File: config.mk
export PLATFORM = sky130hd
export DESIGN_NAME = cache_fill_ctrl
export DESIGN_NICKNAME = d
export VERILOG_FILES = /design/src/rtl/cache_fill_pkg.sv /design/src/rtl/cache_fill_ctrl_word_onehot_dec.sv /design/src/rtl/cache_fill_ctrl.sv
export SDC_FILE = /design/constraint.sdc
export NUM_CORES = 1
export LEC_CHECK = 0
export ABC_AREA = 1
export BUFFER_PORTS_ARGS = -buffer_cell sky130_fd_sc_hd__buf_2
export CAP_MARGIN = 25
export CORE_MARGIN = 2
export CORE_UTILIZATION = 46
export CTS_CLUSTER_DIAMETER = 30
export DETAILED_ROUTE_END_ITERATION = 10
export PLACE_DENSITY = 0.88
export SYNTH_ARGS = -nofsm -noshare
export SYNTH_HDL_FRONTEND = slang
export SYNTH_SLANG_ARGS = --single-unit
File: constraint.sdc
create_clock -name clk -period 3.1 [get_ports clk]
set_clock_uncertainty 0.05 [all_clocks]
set_input_delay 0.62 -clock clk [delete_from_list [all_inputs] [get_ports clk]]
set_output_delay 0.62 -clock clk [all_outputs]
set_load 0.03 [all_outputs]
File: src/rtl/cache_fill_pkg.sv
// Shared definitions for the cache-miss fill controller: FSM encoding and
// helpers that derive index, counter and offset widths from WORDS and BYTE_OFF.
package cache_fill_pkg;

    typedef enum logic [1:0] {
        IDLE = 2'b00,
        FILL = 2'b01,
        TAG  = 2'b10
    } fill_state_t;

    // Bits needed to index one word inside a block.
    function automatic int idx_width(input int words);
        return (words > 1) ? $clog2(words) : 1;
    endfunction

    // One extra bit so a counter can hold WORDS itself.
    function automatic int cnt_width(input int words);
        return idx_width(words) + 1;
    endfunction

    // Address bits below the tag/index boundary of a block.
    function automatic int off_width(input int words, input int byte_off);
        return idx_width(words) + byte_off;
    endfunction

endpackage

File: src/rtl/cache_fill_ctrl_word_onehot_dec.sv
// Binary word index to one-hot data-array word enable; all zero when disabled.
module word_onehot_dec
    import cache_fill_pkg::*;
#(
    parameter int WORDS = 8,
    parameter int IDX_W = idx_width(WORDS)
) (
    input  logic             en,
    input  logic [IDX_W-1:0] idx,
    output logic [WORDS-1:0] onehot
);

    always_comb begin
        onehot = '0;
        if (en) begin
            onehot[idx] = 1'b1;
        end
    end

endmodule

File: src/rtl/cache_fill_ctrl.sv
// Cache-miss block fill controller: issues one read per word, steers returns
// into the data array, then writes the tag. Option: CRITICAL_WORD_FIRST_EN.
module cache_fill_ctrl
    import cache_fill_pkg::*;
#(
    parameter int ADDR_W   = 16,
    parameter int DATA_W   = 16,
    parameter int WORDS    = 8,
    parameter int BYTE_OFF = 1
) (
    input  logic              clk,
    input  logic              rst,
    input  logic              miss_detected,
    input  logic [ADDR_W-1:0] miss_address,
    input  logic              mem_ready,
    input  logic              mem_rvalid,
    input  logic [DATA_W-1:0] mem_rdata,
    output logic              mem_req,
    output logic [ADDR_W-1:0] mem_addr,
    output logic              fsm_busy,
    output logic              stall,
    output logic              write_data_array,
    output logic [WORDS-1:0]  wrd_en,
    output logic [DATA_W-1:0] fill_data,
    output logic              write_tag_array,
    output logic              fill_done,
`ifdef CRITICAL_WORD_FIRST_EN
    output logic              crit_word_valid,
`endif
    output logic [1:0]        dbg_state
);

    localparam int IDX_W = idx_width(WORDS);
    localparam int CNT_W = cnt_width(WORDS);
    localparam int OFF_W = off_width(WORDS, BYTE_OFF);
    localparam logic [ADDR_W-1:0] OFF_MASK = ADDR_W'((1 << OFF_W) - 1);

    fill_state_t       state, state_nxt;
    logic [ADDR_W-1:0] base_q, base_d;
    logic [IDX_W-1:0]  start_q, start_d;
    logic [CNT_W-1:0]  iss_cnt, rcv_cnt;
    logic [IDX_W-1:0]  iss_idx, rcv_idx;
    logic              capture, issue, accept, last_rcv;

    assign base_d = miss_address & ~OFF_MASK;
`ifdef CRITICAL_WORD_FIRST_EN
    assign start_d = IDX_W'(miss_address >> BYTE_OFF);
`else
    assign start_d = '0;
`endif

    // Word indices wrap inside the block by truncation to IDX_W bits.
    assign iss_idx  = start_q + iss_cnt[IDX_W-1:0];
    assign rcv_idx  = start_q + rcv_cnt[IDX_W-1:0];

    assign capture  = (state == IDLE) && miss_detected;
    assign mem_req  = (state == FILL) && (iss_cnt < CNT_W'(WORDS));
    assign issue    = mem_req && mem_ready;
    assign accept   = (state == FILL) && mem_rvalid && (rcv_cnt < iss_cnt);
    assign last_rcv = accept && (rcv_cnt == CNT_W'(WORDS - 1));

    always_ff @(posedge clk) begin
        if (rst) begin
            state   <= IDLE;
            base_q  <= '0;
            start_q <= '0;
            iss_cnt <= '0;
            rcv_cnt <= '0;
        end else begin
            state <= state_nxt;
            if (capture) begin
                base_q  <= base_d;
                start_q <= start_d;
                iss_cnt <= '0;
                rcv_cnt <= '0;
            end else begin
                if (issue)  iss_cnt <= iss_cnt + CNT_W'(1);
                if (accept) rcv_cnt <= rcv_cnt + CNT_W'(1);
            end
        end
    end

    always_comb begin
        state_nxt = state;
        case (state)
            IDLE:    if (miss_detected) state_nxt = FILL;
            FILL:    if (last_rcv)      state_nxt = TAG;
            TAG:     state_nxt = IDLE;
            default: state_nxt = IDLE;
        endcase
    end

    word_onehot_dec #(
        .WORDS (WORDS),
        .IDX_W (IDX_W)
    ) u_dec (
        .en     (accept),
        .idx    (rcv_idx),
        .onehot (wrd_en)
    );

    assign mem_addr         = mem_req ? (base_q | (ADDR_W'(iss_idx) << BYTE_OFF)) : '0;
    assign fsm_busy         = (state != IDLE);
    assign stall            = fsm_busy || capture;
    assign write_data_array = accept;
    assign fill_data        = accept ? mem_rdata : '0;
    assign write_tag_array  = (state == TAG);
    assign fill_done        = (state == TAG);
    assign dbg_state        = state;
`ifdef CRITICAL_WORD_FIRST_EN
    // First accepted word of the fill is the missed word: early restart.
    assign crit_word_valid  = accept && (rcv_cnt == '0);
`endif

endmodule

### Yosys cells after proc, flatten, opt, wreduce, memory -nomap -nowiden

Cells that the tools add are included.

| word-level totals | value |
|---|---|
| bits in registers | 22 |
| bits in latches | 0 |
| RAM bits | 0 |
| bits in read-only memories | 0 |
| input port bits | 37 |
| output and inout port bits | 48 |
| word-level logic and storage cells | 36 |
| memories | 0 |

| cells by class | value |
|---|---|
| add/subtract/negate cells | 2 |
| multiply operators | 0 |
| div/mod/pow operators | 0 |
| $lt $le $gt $ge | 4 |
| equality and inequality tests | 5 |
| shift-type cells | 0 |
| multiplexer cells | 8 |
| bitwise gates (word level) | 1 |
| reduce and logical (&&, ||, !) cells | 12 |

Operator list:

| kind | number |
|---|---|
| 16-bit two-way mux | 2 |
| 16-bit by 4-bit bitwise OR with 16-bit output | 1 |
| 4-bit by 1-bit adder with 4-bit output, second input constant | 2 |
| 8-bit two-way mux | 1 |
| 1-bit logical AND | 7 |
| 4-bit by 3-bit == test with 1-bit output, second input constant | 1 |
| 3-bit by 4-bit less-than comparator with 1-bit output, second input constant | 1 |
| 4-bit less-than comparator | 1 |
| 4-bit less-than comparator, second input constant | 1 |
| 2-bit two-way mux | 2 |
| 2-bit != test, second input constant | 2 |
| 2-bit case mux with 2 select lines | 1 |
| 1-bit demux with 3-bit select | 1 |
| 3-bit by 1-bit greater-or-equal comparator with 1-bit output, second input constant | 1 |
| 2-bit by 1-bit == test with 1-bit output, second input constant | 1 |
| 2-bit == test, second input constant | 1 |
| 2-bit logical NOT | 1 |
| 2-bit AND reduction | 1 |
| 2-bit nonzero test | 1 |
| 2-bit OR reduction | 1 |
| 1-bit logical OR | 1 |
| 1-bit two-way mux | 1 |

### Longest topological paths before layout

Gate-level depths: netlist (run 1).

| depth | value |
|---|---|
| depth after elaboration | 6 |
| gate-level depth with buffers | 9 |
| gate-level depth less buffers | 9 |

### Modules after synthesis

A second synthesis (run 1) with hierarchy kept.

| second synthesis, totals | value |
|---|---|
| cell total of the unflattened synthesis | 211 |
| area, all modules | 1310.0 µm² |

By module, submodules not included:

| module | times used | cells an instance | area an instance (µm²) | sequential area each (µm²) |
|---|---|---|---|---|
| cache_fill_ctrl | 1 | 194 | 1246.2 | 440.4 |
| word_onehot_dec | 1 | 17 | 63.8 | 0.0 |

### Worst setup path before layout (run 1)

Ideal clock, no wire load.

| timing | value |
|---|---|
| path kind | flip-flop to output port |
| from | register iss_cnt[3] |
| to | output port wrd_en[0] |
| arrival time | 1.746 ns |
| data required time | 2.430 ns |
| setup slack | 0.684 ns |
| stages on the path, launching flop included | 10 |
| buffers on the path | 0 |
| cells stage by stage | dfxtp_1 -> inv_1 -> ha_1 -> nand2_1 -> nand3b_1 -> nor2_4 -> nand2_4 -> inv_2 -> nand2_2 -> nor2_1 |

| between the ends | value |
|---|---|
| cells in the longest elaborated chain, start to end | 3 |

RTL lines:

| item | line | text |
|---|---|---|
| start: declaration | cache_fill_ctrl.sv:41 | `logic [CNT_W-1:0] iss_cnt, rcv_cnt;` |
| start signal: assignment | cache_fill_ctrl.sv:77 | `if (issue) iss_cnt <= iss_cnt + CNT_W'(1);` |
| 4-bit less-than comparator | cache_fill_ctrl.sv:59 | `assign accept = (state == FILL) && mem_rvalid && (rcv_cnt < iss_cnt);` |
| 1-bit logical AND | cache_fill_ctrl.sv:59 |  |
| via write_data_array | cache_fill_ctrl.sv:22 | `output logic write_data_array,` |
| 8-bit two-way mux | cache_fill_ctrl_word_onehot_dec.sv:15 | `if (en) begin` |
| end: declaration | cache_fill_ctrl.sv:23 | `output logic [WORDS-1:0] wrd_en,` |

The timed path passes the listed nets, and every way through them passes these cells.

### Final worst setup path (run 1)

| timing | value |
|---|---|
| from | register iss_cnt[3] |
| to | output port wrd_en[0] |

| between the ends | value |
|---|---|
| cells in the longest elaborated chain, start to end | 3 |

RTL lines:

| item | line |
|---|---|
| 4-bit less-than comparator | cache_fill_ctrl.sv:59 |
| 1-bit logical AND | cache_fill_ctrl.sv:59 |
| 8-bit two-way mux | cache_fill_ctrl_word_onehot_dec.sv:15 |

Every way passes these cells.

==> qor.csv, run 1 <==
metric;value;unit
start_util;48.45;%
cts_tree;built;
io_pins;85;
fmax;368.1;MHz
nets;327;
final_cell_mix;buf_2, nor2_1, inv_1;
status;completed;
num_vias;1422;
cp_cell_sequence;inv_1 > ha_1 > nand2_1 > nand3b_1 > nor2_4 > nand2_4 > inv_2 > nand2_2 > nor2_1 > buf_2;
die_y;58.13;µm
routed_wl;2942;µm
worstHoldPathType;reg2reg;
drt_iter0_drc;47;
setup_viol;0;
die_x;58.13;µm
grt_pass1_vias;1097;
cp.required;2.43;ns
numCtsBuffers;3;
cts_max_level;1;
slowest_stage;dfxtp_1;
worstHoldStart;base_q[12]$_SDFFE_PP0P_;
crit_path_end_kind;primary output;
yosysSeqAreaShare;32.68;%
clk_latency;0.30;ns
cp.arrival;2.05;ns
synth_warnings;0;
setup-tns-final;0;ns
p_per_area;354.5;nW/µm²
r2r_start;iss_cnt[3]$_SDFFE_PP0P_;
clk_pin_slew;0.11;ns
gp_congestion;0.7882;
power_frac_comb;25.5;%
syn_avg_cell_area;6.417;µm²
syn_nets;252;
slowest_delay;0.36;ns
p_seq_share;49.6;%
yosys_register_bits;22;
start_kind;flop;
vias_per_cell;4.514;
synth_edf_count;0;
synth_cell_types;27;
dr.pass1.iters;4;
grt_overflow;0;
period_needed;2.716;ns
cts.sinks;22;
path_class;reg2out;
path_max_fanout;22;
syn_inst;210;
timing.max_cap.violations;0;
final_common_cell;buf_2;
peakVddDrop;0.0003278;V
holdWs;0.4134;ns
grt_first_pass_wirelength;4560;µm
synth_top_area_cell;dfxtp_1;
antenna_found_initial;0;
switching_power;0.1982;mW
seqCellArea;440.4;µm²
synthTopCellsByArea;dfxtp_1, nor2_1, inv_1, nand2_1, a21oi_1;
cts_setup_buffers;0;
grt_use_total;17.00;%
leakage;1.038;nW
core_area;2781;µm²
fill_cells;272;
ctsHoldBuffers;0;
synth_area;1348;µm²
p_clk_share;24.9;%
cts-root-buf;clkbuf_4;
n_antenna_cell;0;
synth_top_area_share;32.68;%
synth_flop_cell;dfxtp_1;
p_sw_share;31.92;%
port_buffers;79;
drive_above_1_share;36.97;%
ant_nets;0;
dieArea;3379;µm²
rsz0062_at_grt;no;
startpoint;iss_cnt[3]$_SDFFE_PP0P_;
timing.final.crit_share;87.63;%
drc_errors;0;
wl_per_cell;9.340;µm
area_growth;29.99;%
drv_slew;0;
multi_input_area;664.4;µm²
hpwl;2345;µm
intPower;0.4228;mW
async_flop_share;0;%
clock_path_buffers;2;
grt_max_degree;26;
rows;19;
finalHoldViolations;0;
cts_resized;0;
==> power by group through the flow <==
stage	registers [mW]	clock network [mW]	logic, mW
3_5_place_dp	0.314	0	0.159
4_1_cts	0.308	0.161	0.160
2_1_floorplan	0.316	0	0.112
5_1_grt	0.310	0.175	0.177
6_report	0.308	0.155	0.158
3_3_place_gp	0.314	0	0.156
==> sequential cells by signal, summed over array words and instances, names as in the netlist <==
name       cells
base_q        12
dbg_state      2
iss_cnt        4
rcv_cnt        4
==> cell usage after synthesis (2+ instances only) <==
library cell  instances
inv_2                 3
nor2_1               47
inv_1                44
buf_4                 3
nor2_2                5
buf_2                 2
a21oi_1              14
nand2_1              20
o21ai_0              13
nand2_2               8
ha_1                  5
dfxtp_1              22
a21oi_2               2
nand2_4               2
nor3_1                2
nand3_1               7
==> per-layer routing <==
layer / GRT usage [%] / wire length, µm / share of wire [%] / vias up
li1: - / - / - / 769
met1: 22.30 / 1292 / 44 / 617
met2: 28.25 / 1496 / 51 / 34
met3: 4.018 / 133 / 4.5 / 2
met4: 3.987 / 19 / 0.65 / 0
met5: 0 / 0 / 0 / -
==> worst max-delay path: cells and delay by family, from the launching register on <==
family | cells | cell delay (ns)
AND/OR/NAND/NOR | 6 | 0.67
buffers and inverters | 3 | 0.39
flip-flops | 1 | 0.36
adder cells (fa/ha/maj) | 1 | 0.32
==> stage by stage <==
| stage | setup WS [ns] | cells | util (%) | total power, mW | instance area [µm²] |
|---|---|---|---|---|---|
| 4_1_cts | 0.3525 | 315 | 62.98 | 0.6286 | 1752 |
| 3_3_place_gp | 0.7614 | 311 | 61.67 | 0.4701 | 1715 |
| 6_report | 0.3836 | 315 | 62.98 | 0.6210 | 1752 |
| 3_5_place_dp | 0.7133 | 311 | 61.67 | 0.4732 | 1715 |
| 2_1_floorplan | 0.6843 | 210 | - | 0.4282 | 1348 |
| 5_1_grt | 0.1681 | 315 | 62.98 | 0.6623 | 1752 |
==> final timing paths <==
| path | depth (start not counted) | to | slack (ns) |
|---|---|---|---|
| worst max-delay path | 10 | wrd_en[0] | 0.38 |
| worst min-delay path | 2 | base_q[12]$_SDFFE_PP0P_ | 0.41 |
| worst max register to register | 9 | rcv_cnt[0]$_SDFFE_PP0N_ | 1.48 |
| worst min register to register | 2 | base_q[12]$_SDFFE_PP0P_ | 0.41 |
==> final cells by class <==
class | count | share of cell area [%]
clock buffers | 4 | 2.071
inverters | 47 | 10.07
well taps | 31 | 2.214
repair buffers | 79 | 22.57
flip-flops and latches | 22 | 25.14
multi-input cells | 132 | 37.93
==> logic make-up after synthesis <==
family | after synthesis | synth area share (%)
simple gates | 95 | 32.03
compound gates | 30 | 11.70
xor+xnor | 1 | 0.6501
fa+ha+maj | 5 | 4.643
other cells | 1 | 0.2783
buf+inv | 56 | 18.01
flops | 22 | 32.68
Power figures use the tool's default switching activity.
==> run 2, diff against run 1 <==
--- a/config.mk
+++ b/config.mk
@@ -12,7 +12,7 @@
 export CORE_UTILIZATION = 46
 export CTS_CLUSTER_DIAMETER = 30
 export DETAILED_ROUTE_END_ITERATION = 10
-export PLACE_DENSITY = 0.88
+export PLACE_DENSITY = 0.92
 export SYNTH_ARGS = -nofsm -noshare
 export SYNTH_HDL_FRONTEND = slang
 export SYNTH_SLANG_ARGS = --single-unit
==> run 2 against run 1 <==
  * Global-route usage shrank 0.29 points
  * Non-clock buffer count is the same
  * Cell count did not move
  * Power grew 9.8%
  * First-iteration DRC count shrank 43%
  * Combinational power barely moved
  * Setup slack got worse by 0.028 ns
  * Maximum frequency down 1.0%
  * Critical endpoint is now wrd_en[2]
==> qor.csv, run 2 (synthesized netlist as in run 1, its figures left out) <==
metric;value;unit
status;completed;
wl_per_cell;9.346;µm
rows;19;
grt_overflow;0;
crit_path_end_kind;primary output;
pre_cts_ws;0.6716;ns
vias_per_cell;4.406;
timing.final.crit_share;88.52;%
holdPathStages;2;
intPower;0.4818;mW
drv_slew;0;
wl_met1;1335;µm
path_max_fanout;22;
timing.max_cap.violations;0;
drive_above_1_share;36.97;%
nets;327;
cts_max_level;1;
final_common_cell;buf_2;
path_class;reg2out;
area_growth;31.20;%
die_x;58.13;µm
finalHoldViolations;0;
num_vias;1388;
period_needed;2.744;ns
power_frac_comb;23.2;%
cts.sinks;22;
n_antenna_cell;0;
grt_use_total;16.71;%
ant_nets;0;
die_y;58.13;µm
clock_path_buffers;2;
met3_wirelength;161;µm
rrSetupSlack;1.45;ns
port_buffers;79;
clk_latency;0.31;ns
dr.pass1.iters;4;
cp.required;2.43;ns
dieArea;3379;µm²
p_sw_share;29.33;%
hpwl;2317;µm
drc_errors;0;
grt_first_pass_wirelength;4540;µm
top_regs;base_q (12), iss_cnt (4), rcv_cnt (4);
cts_resized;0;
grt_pass1_vias;1094;
clk_pin_slew;0.12;ns
p_seq_share;45.2;%
routed_wl;2944;µm
setup_viol;0;
gp_congestion;0.8005;
setup-tns-final;0;ns
drt_iter0_drc;27;
leakage;1.045;nW
largest_register;base_q;
peakVddDrop;0.0004103;V
wl_met2;1418;µm
finalWorstSetupSlack;0.3558;ns
numCtsBuffers;3;
cts-root-buf;clkbuf_4;
cp.arrival;2.07;ns
grt_max_degree;26;
ctsHoldBuffers;0;
fmax;364.4;MHz
core_area;2781;µm²
largest_register_ffs;12;
reg2reg_depth;9;
cts_tree;built;
switching_power;0.2000;mW
p_per_area;385.6;nW/µm²
antenna_found_initial;0;
final_cell_mix;buf_2, nor2_1, inv_1;
worstHoldPathType;reg2reg;
start_kind;flop;
io_pins;85;
start_util;48.45;%
top_layer;met4;
p_clk_share;31.6;%
cts_setup_buffers;0;
rsz0062_at_grt;no;
power;0.6818;mW
-- run 2: stage by stage --
step	std cells	utilization [%]	hold WS, ns	instance area (µm²)
after floorplan	210	-	0.3795	1348
after global placement	311	61.67	0.3898	1715
after detailed placement	311	61.67	0.3945	1715
after CTS	315	63.56	0.4131	1768
after global routing	315	63.56	0.4169	1768
final	315	63.56	0.4126	1768
-- run 2: final cells by class --
cell class | count | area, µm²
fill | 281 | 1013
multi-input combinational | 132 | 664.4
sequential | 22 | 440.4
timing repair buffer | 79 | 395.4
inverter | 47 | 176.4
tap | 31 | 38.79
clock inverter | 1 | 30.03
clock buffer | 3 | 22.52
-- run 2: critical path: stages (launching register included) --
cell and delay (ns):
dfxtp_1 0.37, inv_1 0.08, ha_1 0.31, nand2_1 0.07
nand3b_1 0.11, nor2_4 0.18, nand2_4 0.18, inv_2 0.12
nand2_2 0.07, nor2_1 0.08, buf_2 0.20
-- run 2: routing by layer --
metal  track usage, %  up-vias
met5                0        -
met2            28.57       39
met1            21.31      575
met4            5.980        0
met3            2.455        4
li1                 -      770
-- run 2: power groups by stage --
stage                     clock network [mW]  registers [mW]  logic (mW)
after detailed placement                   0           0.315       0.158
final                                  0.216           0.308       0.158
after floorplan                            0           0.316       0.112
after CTS                              0.223           0.308       0.160
after global routing                   0.237           0.310       0.176
after global placement                     0           0.314       0.156
-- run 2: worst paths after layout --
kind                                         startpoint                      end
worst min-delay path             base_q[4]$_SDFFE_PP0P_   base_q[4]$_SDFFE_PP0P_
worst min register to register   base_q[4]$_SDFFE_PP0P_   base_q[4]$_SDFFE_PP0P_
worst max register to register  iss_cnt[3]$_SDFFE_PP0P_  rcv_cnt[1]$_SDFFE_PP0N_
worst max-delay path            iss_cnt[3]$_SDFFE_PP0P_                wrd_en[2]
